[src/rtl/romtest_scanner.sv]
// rtl/romtest_scanner.sv - ROM address sequencer that absorbs the one-cycle read latency,
// streams (addr, data, last) beats through a 2-entry skid FIFO and sums accepted data.
module romtest_scanner #(
   parameter int ADDR_WIDTH = 8,
   parameter int DATA_WIDTH = 8
) (
   input  logic                  clk,
   input  logic                  rst,
   input  logic                  start,
   output logic                  rom_en,
   output logic [ADDR_WIDTH-1:0] rom_addr,
   input  logic [DATA_WIDTH-1:0] rom_dout,
   output logic                  out_valid,
   input  logic                  out_ready,
   output logic [ADDR_WIDTH-1:0] out_addr,
   output logic [DATA_WIDTH-1:0] out_data,
   output logic                  out_last,
   output logic                  busy,
   output logic                  done,
   output logic [15:0]           checksum
);
   localparam int ENTRY_WIDTH = 1 + ADDR_WIDTH + DATA_WIDTH;
   localparam logic [ADDR_WIDTH-1:0] LAST_ADDR = '1;

   typedef enum logic [1:0] {IDLE, SCAN, DRAIN, DONE} state_t;

   state_t                  state;
   state_t                  state_next;
   logic                    inflight;
   logic [ADDR_WIDTH-1:0]   tag_addr;
   logic                    tag_last;
   logic [ENTRY_WIDTH-1:0]  fifo_mem [2];
   logic                    rd_ptr;
   logic                    wr_ptr;
   logic [1:0]              count;
   logic [2:0]              count_next;
   logic [2:0]              credit_use;
   logic                    pop;
   logic                    push;
   logic                    start_scan;
   logic                    final_issue;

   assign pop        = out_valid & out_ready;
   assign push       = inflight;
   assign out_valid  = (count != 2'd0);
   assign {out_last, out_addr, out_data} = fifo_mem[rd_ptr];

   // Entries still owed a FIFO slot after this edge: buffered beats minus the one
   // leaving now, plus the read whose data lands at this edge.
   assign credit_use = {1'b0, count} - {2'b00, pop} + {2'b00, inflight};
   assign count_next = {1'b0, count} + {2'b00, push} - {2'b00, pop};

   always_comb begin
      state_next  = state;
      rom_en      = 1'b0;
      busy        = 1'b0;
      done        = 1'b0;
      start_scan  = 1'b0;
      final_issue = 1'b0;
      case (state)
         IDLE: begin
            if (start) begin
               start_scan = 1'b1;
               state_next = SCAN;
            end
         end
         SCAN: begin
            busy   = 1'b1;
            rom_en = (credit_use < 3'd2);
            if (rom_en && (rom_addr == LAST_ADDR)) begin
               final_issue = 1'b1;
               state_next  = DRAIN;
            end
         end
         DRAIN: begin
            busy = 1'b1;
            if (pop && out_last)
               state_next = DONE;
         end
         DONE: begin
            done = 1'b1;
            if (start) begin
               start_scan = 1'b1;
               state_next = SCAN;
            end
         end
         default: state_next = IDLE;
      endcase
   end

   always_ff @(posedge clk or posedge rst) begin
      if (rst) begin
         state    <= IDLE;
         rom_addr <= '0;
         inflight <= 1'b0;
         tag_addr <= '0;
         tag_last <= 1'b0;
         rd_ptr   <= 1'b0;
         wr_ptr   <= 1'b0;
         count    <= 2'd0;
         checksum <= 16'd0;
      end else begin
         state    <= state_next;
         inflight <= rom_en;
         if (start_scan) begin
            rom_addr <= '0;
         end else if (rom_en) begin
            rom_addr <= rom_addr + 1'b1;
            tag_addr <= rom_addr;
            tag_last <= final_issue;
         end
         if (push)
            wr_ptr <= ~wr_ptr;
         if (pop)
            rd_ptr <= ~rd_ptr;
         count <= count_next[1:0];
         if (start_scan)
            checksum <= 16'd0;
         else if (pop)
            checksum <= checksum + 16'(out_data);
      end
   end

   // Payload storage needs no reset: out_valid gates every read of it.
   always_ff @(posedge clk) begin
      if (push)
         fifo_mem[wr_ptr] <= {tag_last, tag_addr, rom_dout};
   end

   always_ff @(posedge clk) begin
      if (!rst)
         assert (count_next <= 3'd2);
   end

endmodule

[config.mk]
export PLATFORM = sky130hd
export DESIGN_NAME = romtest_scanner
export DESIGN_NICKNAME = d
export VERILOG_FILES = /design/src/rtl/romtest_scanner.sv
export SDC_FILE = /design/constraint.sdc
export NUM_CORES = 1
export LEC_CHECK = 0
export ABC_AREA = 1
export BUFFER_PORTS_ARGS = -buffer_cell sky130_fd_sc_hd__buf_2
export CORE_ASPECT_RATIO = 0.75
export CORE_UTILIZATION = 30
export DETAILED_ROUTE_END_ITERATION = 8
export PLACE_DENSITY = 0.45
export SYNTH_ARGS = -nofsm -noshare
export SYNTH_HDL_FRONTEND = slang
export SYNTH_SLANG_ARGS = --single-unit
[constraint.sdc]
create_clock -name clk -period 4.9 [get_ports clk]
set_input_delay 0.49 -clock clk [delete_from_list [all_inputs] [get_ports clk]]
set_output_delay 0.49 -clock clk [all_outputs]
set_load 0.1 [all_outputs]
==> key figures, run 1 <==
Synthesis
  • Synth Area in Compound Gates: 5.938%
  • Synth Net Count: just under 400
  • Ranking of synthesized cells by area: edfxtp_1 (28%), dfrtp_1 (28%), nand2_1 (9.9%)
  • Syn Inst Count: 367
  • Top-area cell type share of the netlist area: 28.33%
  • Largest area contributor in the netlist: edfxtp_1
  • Mean Syn Cell Area: between 9 and 10 sq um
  • Simple-gate share of the synthesized area: 19.93%
  • Synthesized flop and latch total: 74
  • Distinct cells, synth: 30
  • Xor/xnor share of the synthesized area: 1.215%
  • Adder-cell share of the synthesized area: 6.319%
  • Largest family of logic cells by synthesized area: simple AND/OR/NAND/NOR gates
  • Cell Area, Synth: 3603 sq um
  • Sequential share of the synthesized area: 56.11%
  • Post-synthesis mux area share: approximately 5%
  • Yosys Warn Count: 0

STA
  • Setup TNS: 0 ps
  • Relative slew slack: 49.77%
  • RSZ-0062 raised after global routing: false
  • Slew of the pin with the lowest slew margin: about 750 ps
  • Final hold vios: 0
  • Setup Skew: 7.647 ps
  • Final Slew Violations: 0
  • Worst setup margin: 1376 ps
  • Fmax: 283.8 MHz
  • Final setup violation count: 0
  • Fin crit period: 3524 ps
  • Final worst path period share: 71.91%

Drt
  • DR WL/cell: around 14 microns
  • Remaining DRCs: 0
  • Via count: 2616
  • Final WL: 8.289 mm
  • DR pass1 iterations: 4
  • Post-DRT Antenna Nets: 0
  • 1st-iter DRT viols: 160
  • DR vias/cell: 4.367

Critical path
  • Critical Path End Type: primary output
  • Crit Path Max Fanout: 10
  • Worst setup SP type: flop
  • Crit path kind: reg -> out
  • Worst EP required: 4410 ps
  • CP arrival: roughly 3000 ps

GRT
  • Total gr overflow: 0
  • GR peak layer: met1
  • Tot GR Track Use: 14.72%
  • Vias in the first global route: 2561
  • Largest net degree at the start of global routing: 41
  • GRT met1 Usage: 22.09%
  • Met2 Usage GRT: about 20%
  • Initial antenna violation count: 0
  • GR Util met3: 3.816%
  • First-pass GRT wire length: 13.69 mm

Final layout
  • Seq. cell area: around 2000 sq um
  • Footprint of the multi-input gates: about 1400 sq um
  • ANT cells: 0
  • Commonest non-fill, non-tap cell in the layout: nand2_1
  • Layout cells sized above 1: 21.97%
  • Layout fillers: between 1000 and 1500
  • Final core area utilization: a little under two fifths
  • Most frequent cells in the layout: nand2_1 (95), buf_2 (56), inv_1 (41)
  • Fin cells: 599
  • Nets: 461
  • Area Overhead vs Synth: 21.15%

Placed design
  • Cell total after placement: slightly below 600
  • IO buf count: between 50 and 60
  • Worst slack, placed: 1701 ps
  • Final GP Congestion: 0.8264
  • Detailed Place HPWL: 5.992 mm

Floorplanning
  • Row cnt: 34
  • Die Ht: 96.92 microns
  • Die footprint: 12460 sq um
  • Core Footprint: 11660 sq um
  • Starting Density: between 30 and 40%
  • Die X: 128.6 microns
  • I/O pin count: 57

Clock network
  • Hold Buf Count CTS: 0
  • CTS Buf Count: 9
  • Clock buffer depth: 2
  • Post-CTS Resized: 0
  • Clk_lat worst skew: 330 ps
  • Clk sinks: 74
  • CTS tree: done
  • CTS Root Cell: clkbuf_16
  • Max H-tree Level: 3
  • Clock slew at reported path FFs: 60 ps
  • Post-CTS setup buffer count: 0

Job
  • Max-capacitance violation count: 0

Status
  • Status: finished, final reports clean

Min path
  • Worst Hold Class: in -> async
[synthesized netlist by cell type]
| cell | n |
|---|---|
| nand2_1 | 95 |
| inv_1 | 42 |
| dfrtp_1 | 40 |
| edfxtp_1 | 34 |
| nand3_1 | 30 |
| nor2_1 | 23 |
| o21ai_0 | 22 |
| mux2_2 | 16 |
| ha_1 | 15 |
| a21oi_1 | 11 |
| nor3_1 | 7 |
| nand4_1 | 5 |
| buf_2 | 3 |
| xor2_1 | 3 |
| a22o_1 | 2 |
| and2_1 | 2 |
| fa_1 | 2 |
| nand2_2 | 2 |
| xnor2_1 | 2 |
| a21boi_0 | 1 |
| buf_6 | 1 |
| clkbuf_1 | 1 |
| clkinv_1 | 1 |
| inv_4 | 1 |
| nand2_4 | 1 |
| nor3_4 | 1 |
| o21ai_1 | 1 |
| o22ai_1 | 1 |
| o31ai_2 | 1 |
| or2_2 | 1 |
[critical path, stage by stage, from the launching register on]
cell and delay [ps]:
dfrtp_1 390, inv_1 120, nand2_2 90, nand2_4 110, inv_4 70, ha_1 270, inv_1 40, ha_1 180
fa_1 460, inv_1 70, nand2_1 90, nor3_4 300, buf_2 500
[registers in the layout, summed over array words and instances, names as in the netlist]
register  flops
tag_addr      8
inflight      1
tag_last      1
state         2
wr_ptr        1
checksum     16
rd_ptr        1
count         2
rom_addr      8
fifo_mem     34
[area by class of cell]
type	instances	area share (%)
clock inverters	6	1.318
clock buffers	10	5.245
flip-flops and latches	74	46.32
multi-input cells	244	31.70
inverters	44	3.841
well taps	162	4.643
repair buffers	59	6.936
[path summary, 6_finish.rpt]
kind	depth (start not counted)	endpoint	slack, ps	startpoint
max	12	rom_en	1380	count[1]
min	3	checksum[15]	280	rst
max reg2reg	14	tag_addr[5]	2010	count[1]
min reg2reg	0	fifo_mem[0][16]	470	tag_last
max in group asynchronous	3	rd_ptr	4250	rst
min in group clk	1	fifo_mem[1][7]	350	rom_dout[7]
[cells by family after synthesis]
family                     Yosys count
DFF                                 74
xor gates and xnor gates             5
buffers and inverters               49
and+or+nand+nor                    167
AOI/OAI and AO/OA                   39
adders and majority gates           17
muxes                               16
[metrics by stage]
step | hold slack (ps) | cell area, sq um
floorplan | 442.4 | 3603
global placement | 457.3 | 4079
detailed placement | 460.2 | 4079
CTS | 297.7 | 4365
global route | 322.0 | 4365
finish | 279.9 | 4365
[layer usage]
metal / vias to the layer above / routed length, microns
li1: 1361 / -
met1: 1193 / 4586
met2: 52 / 3279
met3: 10 / 313
met4: 0 / 110
met5: - / 0
Power of run 1 is left out: the tool's default activity adds up to more than one toggle a clock period on the data nets, which glitch-free logic cannot reach.
==> inputs of run 2 (changes only) <==
==> constraint.sdc (replaced) <==
create_clock -name clk -period 3.3 [get_ports clk]
set_input_delay 0.33 -clock clk [delete_from_list [all_inputs] [get_ports clk]]
set_output_delay 0.33 -clock clk [all_outputs]
set_load 0.1 [all_outputs]
==> run 2 against run 1 <==
Sequential share of layout area shrank 1.1 points; non-clock buffer count increased by 1; clock-buffer cell count up 1; largest cell class unchanged; cell count grew 0.17%; critical path depth did not move; cell area grew 2.4%.
==> key figures, run 2 (synthesized netlist as in run 1, its figures left out) <==
Drt
  • DR WL/cell: 13.77 microns (-0.47%)
  • Post-DRT Antenna Nets: 0 (unchanged)
  • Remaining DRCs: 0 (unchanged)
  • Final WL: 8.264 mm (-0.30%)
  • DR vias/cell: 4.482 (+2.6%)
  • Via count: 2689 (+2.8%)
  • DR pass1 iterations: 4 (unchanged)
  • 1st-iter DRT viols: 140 (-13%)

Critical path
  • Critical Path End Type: primary output
  • WP depth: 12 (unchanged)
  • CP arrival: 2680 ps (-350 ps)
  • Critical R2R Capture: rom_addr[5]
  • CP bufs+invs: 5 (unchanged)
  • Crit Path Max Fanout: 10 (unchanged)
  • Worst setup SP type: flop
  • Crit-path cells: inv_2 -> nand2_8 -> nand2_8 -> inv_8 -> ha_4 -> inv_2 -> ha_4 -> fa_1 -> inv_1 -> nand2_2 -> nor3_4 -> buf_12
  • Slowest-stage cell, CP: fa_1
  • CP delay by family, top: adder cells
  • R2R cell count: 13 (-1)
  • Crit-path max cell delay: 470 ps (-30 ps)
  • Reg2reg setup slack: 510 ps (-1500 ps)
  • Worst reg2reg path startpoint: count[1]
  • Crit path kind: reg -> out
  • Worst EP required: 2970 ps (-1440 ps)

Floorplanning
  • Core Footprint: 11660 sq um (unchanged)
  • I/O pin count: 57 (unchanged)
  • Die X: 128.6 microns (unchanged)
  • Die Ht: 96.92 microns (unchanged)
  • Die footprint: 12460 sq um (unchanged)
  • Starting Density: 30.91% (unchanged)
  • Row cnt: 34 (unchanged)

Clock network
  • Post-CTS Resized: 0 (unchanged)
  • Max H-tree Level: 3 (unchanged)
  • Hold Buf Count CTS: 0 (unchanged)
  • CTS tree: done
  • Clk_lat worst skew: 330 ps (about the same)
  • CTS Buf Count: 9 (unchanged)
  • Post-CTS setup buffer count: 0 (unchanged)
  • Clock slew at reported path FFs: 60 ps (about the same)
  • CTS Root Cell: clkbuf_16
  • Clock buffer depth: 2 (unchanged)
  • Clk sinks: 74 (unchanged)

GRT
  • Vias in the first global route: 2596 (+1.4%)
  • First-pass GRT wire length: 13.41 mm (-2.1%)
  • Largest net degree at the start of global routing: 26 (-37%)
  • Total gr overflow: 0 (unchanged)
  • Tot GR Track Use: 14.29% (-0.43 points)
  • Initial antenna violation count: 0 (unchanged)

STA
  • Worst setup margin: 290.2 ps (-1086 ps)
  • Hold WS: 184.7 ps (-95.17 ps)
  • Setup TNS: 0 ps (unchanged)
  • Setup Skew: 6.630 ps (-1.018 ps)
  • Relative slew slack: 28.10% (-22 points)
  • RSZ-0062 raised after global routing: false
  • Fin crit period: 3010 ps
  • Fmax: 332.3 MHz
  • Final Slew Violations: 0 (unchanged)
  • Final hold vios: 0 (unchanged)
  • Final setup violation count: 0 (unchanged)
  • Slew of the pin with the lowest slew margin: 1077 ps (+324.7 ps)
  • Final worst path period share: approximately 91%

Min path
  • Hold Crit Start: rom_dout[6]
  • Hold path cells: 1
  • Min-Delay Endpoint: fifo_mem[0][6]
  • Worst Hold Class: in -> reg

Final layout
  • Commonest non-fill, non-tap cell in the layout: nand2_1
  • Layout cells sized above 1: 23.97% (+2.0 points)
  • Nets: 462 (+0.22%)
  • Regs by FF count: fifo_mem (34), checksum (16)
  • Top reg by flops: fifo_mem
  • ANT cells: 0 (unchanged)
  • Most frequent cells in the layout: nand2_1 (94), buf_2 (55), dfrtp_1 (40)
  • Area Overhead vs Synth: 23.99%
  • Post-route cell area: 4468 sq um (+2.4%)
  • Max FFs per register: 34 (unchanged)

Placed design
  • Final GP Congestion: 0.8257 (about the same)
  • IO buf count: 56 (unchanged)
  • Area post-placement: 4156 sq um (+1.9%)
  • Worst slack, placed: 500.9 ps (-1200 ps)
  • Detailed Place HPWL: 6.067 mm (+1.3%)

Job
  • Max-capacitance violation count: 0 (unchanged)

Status
  • Status: finished, final reports clean
## run 2: changes by cell type in the layout (fill, tap and decap cells not counted), sizes merged
| cell | previous run | this run |
|---|---|---|
| buf | 59 | 60 |
| bufinv | 1 | 2 |
| clkbuf | 10 | 11 |
| clkinv | 7 | 4 |
| inv | 42 | 43 |
## run 2: cell type report
cell class / count / area, sq um
Fill cell: 1204 / 7188
Sequential cell: 74 / 2022
Multi-Input combinational cell: 244 / 1434
Timing Repair Buffer: 60 / 325.3
Clock buffer: 11 / 232.7
Tap cell: 162 / 202.7
Inverter: 44 / 172.7
Clock inverter: 5 / 78.83
## run 2: through the flow
step	instances	utilization, %
detailed placement	584	35.66
finish	600	38.33
CTS	600	38.33
global route	600	38.33
floorplan	367	-
global placement	584	35.66
## run 2: how the worst max path moves through the flow
stage | end | slack, ps | startpoint
2_1_floorplan | tag_last | -70 | count[1]
3_3_place_gp | rom_addr[5] | 590 | count[1]
3_5_place_dp | tag_last | 500 | count[1]
4_1_cts | rom_en | 250 | count[1]
5_1_grt | rom_en | 150 | count[1]
6_report | rom_en | 290 | count[1]
## run 2: per-layer routing
layer / up-vias / track usage, % / wire [microns] / part of all wire [%]
met5: - / 0 / 0 / 0
met4: 0 / 4.072 / 101 / 1.2
met3: 8 / 4.812 / 496 / 6.0
met2: 76 / 20.00 / 3423 / 41
met1: 1243 / 20.69 / 4242 / 51
li1: 1362 / - / - / -
Power of run 2 is left out for the same reason.
==> inputs of run 3 (changes only) <==
--- a/config.mk
+++ b/config.mk
@@ -10,7 +10,8 @@
 export CORE_ASPECT_RATIO = 0.75
 export CORE_UTILIZATION = 30
 export DETAILED_ROUTE_END_ITERATION = 8
-export PLACE_DENSITY = 0.45
+export PLACE_DENSITY = 0.49
+export SETUP_SLACK_MARGIN = 0.15
 export SYNTH_ARGS = -nofsm -noshare
 export SYNTH_HDL_FRONTEND = slang
 export SYNTH_SLANG_ARGS = --single-unit
==> run 3 against run 2 <==
Utilization hardly changed; via count grew 0.97%; first-iteration DRC count rose by 13%; setup slack better by 52 ps; cell count increased by 0.50%; largest cell class unchanged; flip-flop and latch count is the same; register-to-register slack better by 100 ps; sequential share of layout area is 0.051 points higher; clock skew down 2.3 ps; highest routed layer unchanged; critical endpoint unchanged.
==> key figures, run 3 (synthesized netlist as in run 1, its figures left out) <==
GRT
  • Tot GR Track Use: 14.34% (+0.053 points)
  • Vias in the first global route: 2618 (+0.85%)
  • Largest net degree at the start of global routing: 30 (+15%)
  • Initial antenna violation count: 0 (unchanged)
  • First-pass GRT wire length: 13.50 mm (+0.72%)
  • Total gr overflow: 0 (unchanged)

Critical path
  • Worst EP required: 2970 ps (about the same)
  • Critical path origin: count[1]
  • Worst reg2reg path startpoint: count[1]
  • Crit path kind: reg -> out
  • Worst setup SP type: flop
  • Crit Path Max Fanout: 10 (unchanged)
  • CP arrival: 2630 ps (-50 ps)
  • Critical Path End Type: primary output

STA
  • Fin crit period: 2957 ps (-52.41 ps)
  • Setup Skew: 4.341 ps (-2.289 ps)
  • Fmax: 338.1 MHz (+1.8%)
  • Final worst path period share: 89.62% (-1.6 points)
  • Setup TNS: 0 ps (unchanged)
  • Final Slew Violations: 0 (unchanged)
  • Slew of the pin with the lowest slew margin: 727.5 ps (-349.8 ps)
  • RSZ-0062 raised after global routing: false
  • Final setup violation count: 0 (unchanged)
  • Relative slew slack: 51.45% (+23 points)
  • Final hold vios: 0 (unchanged)
  • Worst setup margin: 342.6 ps (+52.41 ps)

Drt
  • Post-DRT Antenna Nets: 0 (unchanged)
  • Met3 routed WL: 366 microns (-26%)
  • Remaining DRCs: 0 (unchanged)
  • DR vias/cell: 4.502 (+0.46%)
  • 1st-iter DRT viols: 158 (+13%)
  • Met1 wire length: 4.214 mm (-0.66%)
  • Final WL: 8.285 mm (+0.25%)
  • DR WL/cell: 13.74 microns (-0.24%)
  • DR pass1 iterations: 7 (+3)
  • Max layer used: met4
  • Via count: 2715 (+0.97%)
  • Routed wl met2: 3.620 mm (+5.8%)

Placed design
  • Detailed Place HPWL: 6.059 mm (-0.14%)
  • Final GP Congestion: 0.8363 (+1.3%)
  • Cell total after placement: 584 (unchanged)
  • IO buf count: 56 (unchanged)
  • Worst slack, placed: 574.9 ps (+74.02 ps)

Clock network
  • Clk sinks: 74 (unchanged)
  • Clk_lat worst skew: 330 ps (about the same)
  • CTS Buf Count: 9 (unchanged)
  • CTS Root Cell: clkbuf_16
  • Clock slew at reported path FFs: 50 ps (about the same)
  • Max H-tree Level: 3 (unchanged)
  • CTS tree: done
  • Clock buffer depth: 2 (unchanged)
  • Hold Buf Count CTS: 0 (unchanged)

Final layout
  • Layout cells sized above 1: 24.04% (+0.064 points)
  • Nets: 465 (+0.65%)
  • Regs by FF count: fifo_mem (34), checksum (16)
  • Max FFs per register: 34 (unchanged)
  • Commonest non-fill, non-tap cell in the layout: nand2_1
  • Top reg by flops: fifo_mem
  • Fin cells: 603 (+0.50%)
  • ANT cells: 0 (unchanged)
  • Most frequent cells in the layout: nand2_1 (94), buf_2 (55), dfrtp_1 (40)
  • Area Overhead vs Synth: 23.85%

Floorplanning
  • I/O pin count: 57 (unchanged)
  • Die footprint: 12460 sq um (unchanged)
  • Die X: 128.6 microns (unchanged)
  • Row cnt: 34 (unchanged)
  • Starting Density: 30.91% (unchanged)
  • Die Ht: 96.92 microns (unchanged)
  • Core Footprint: 11660 sq um (unchanged)

Job
  • Max-capacitance violation count: 0 (unchanged)

Min path
  • Worst Hold Class: in -> async

Status
  • Status: finished, final reports clean
-- run 3: final cells by class --
class / instances / area, sq um
Fill cell: 1199 / 7193
Multi-Input combinational cell: 244 / 1434
Tap cell: 162 / 202.7
Clock inverter: 4 / 43.79
Inverter: 44 / 172.7
Clock buffer: 12 / 236.5
Sequential cell: 74 / 2022
Timing Repair Buffer: 63 / 351.6
-- run 3: worst max-delay path, cell delays in order (launching register included) --
cell     delay [ps]
dfrtp_1         410
inv_2           120
nand2_8          70
nand2_8         100
inv_8            50
ha_4            250
inv_2            40
ha_4            140
fa_1            480
inv_1            80
nand2_2          70
nor3_4          150
buf_6           160
buf_12          170
-- run 3: final timing paths --
kind	endpoint	slack, ps	cells past startpoint
max in group asynchronous	checksum[5]	2490	3
worst min register to register	fifo_mem[0][16]	470	0
worst max-delay path	rom_en	340	13
min in group clk	fifo_mem[1][2]	190	1
worst min-delay path	state[1]	20	2
worst max register to register	rom_addr[6]	610	16
-- run 3: timing repair --
action,CTS,global route
resized for setup,0,1
setup endpoints to repair,0,1
setup buffers,0,3
-- run 3: stage by stage --
stage,instance area (sq um),util [%],hold slack (ps)
after global routing,4463,38.29,37.38
final,4463,38.29,20.61
after detailed placement,4156,35.66,383.7
after global placement,4156,35.66,377.4
after CTS,4437,38.06,11.93
after floorplan,3665,-,428.9
-- run 3: metal layers --
metal,up-vias,global-route usage (%)
met5,-,0
met4,0,4.615
met3,5,4.646
met2,62,21.04
met1,1278,19.87
li1,1370,-
Power of run 3 is left out for the same reason.
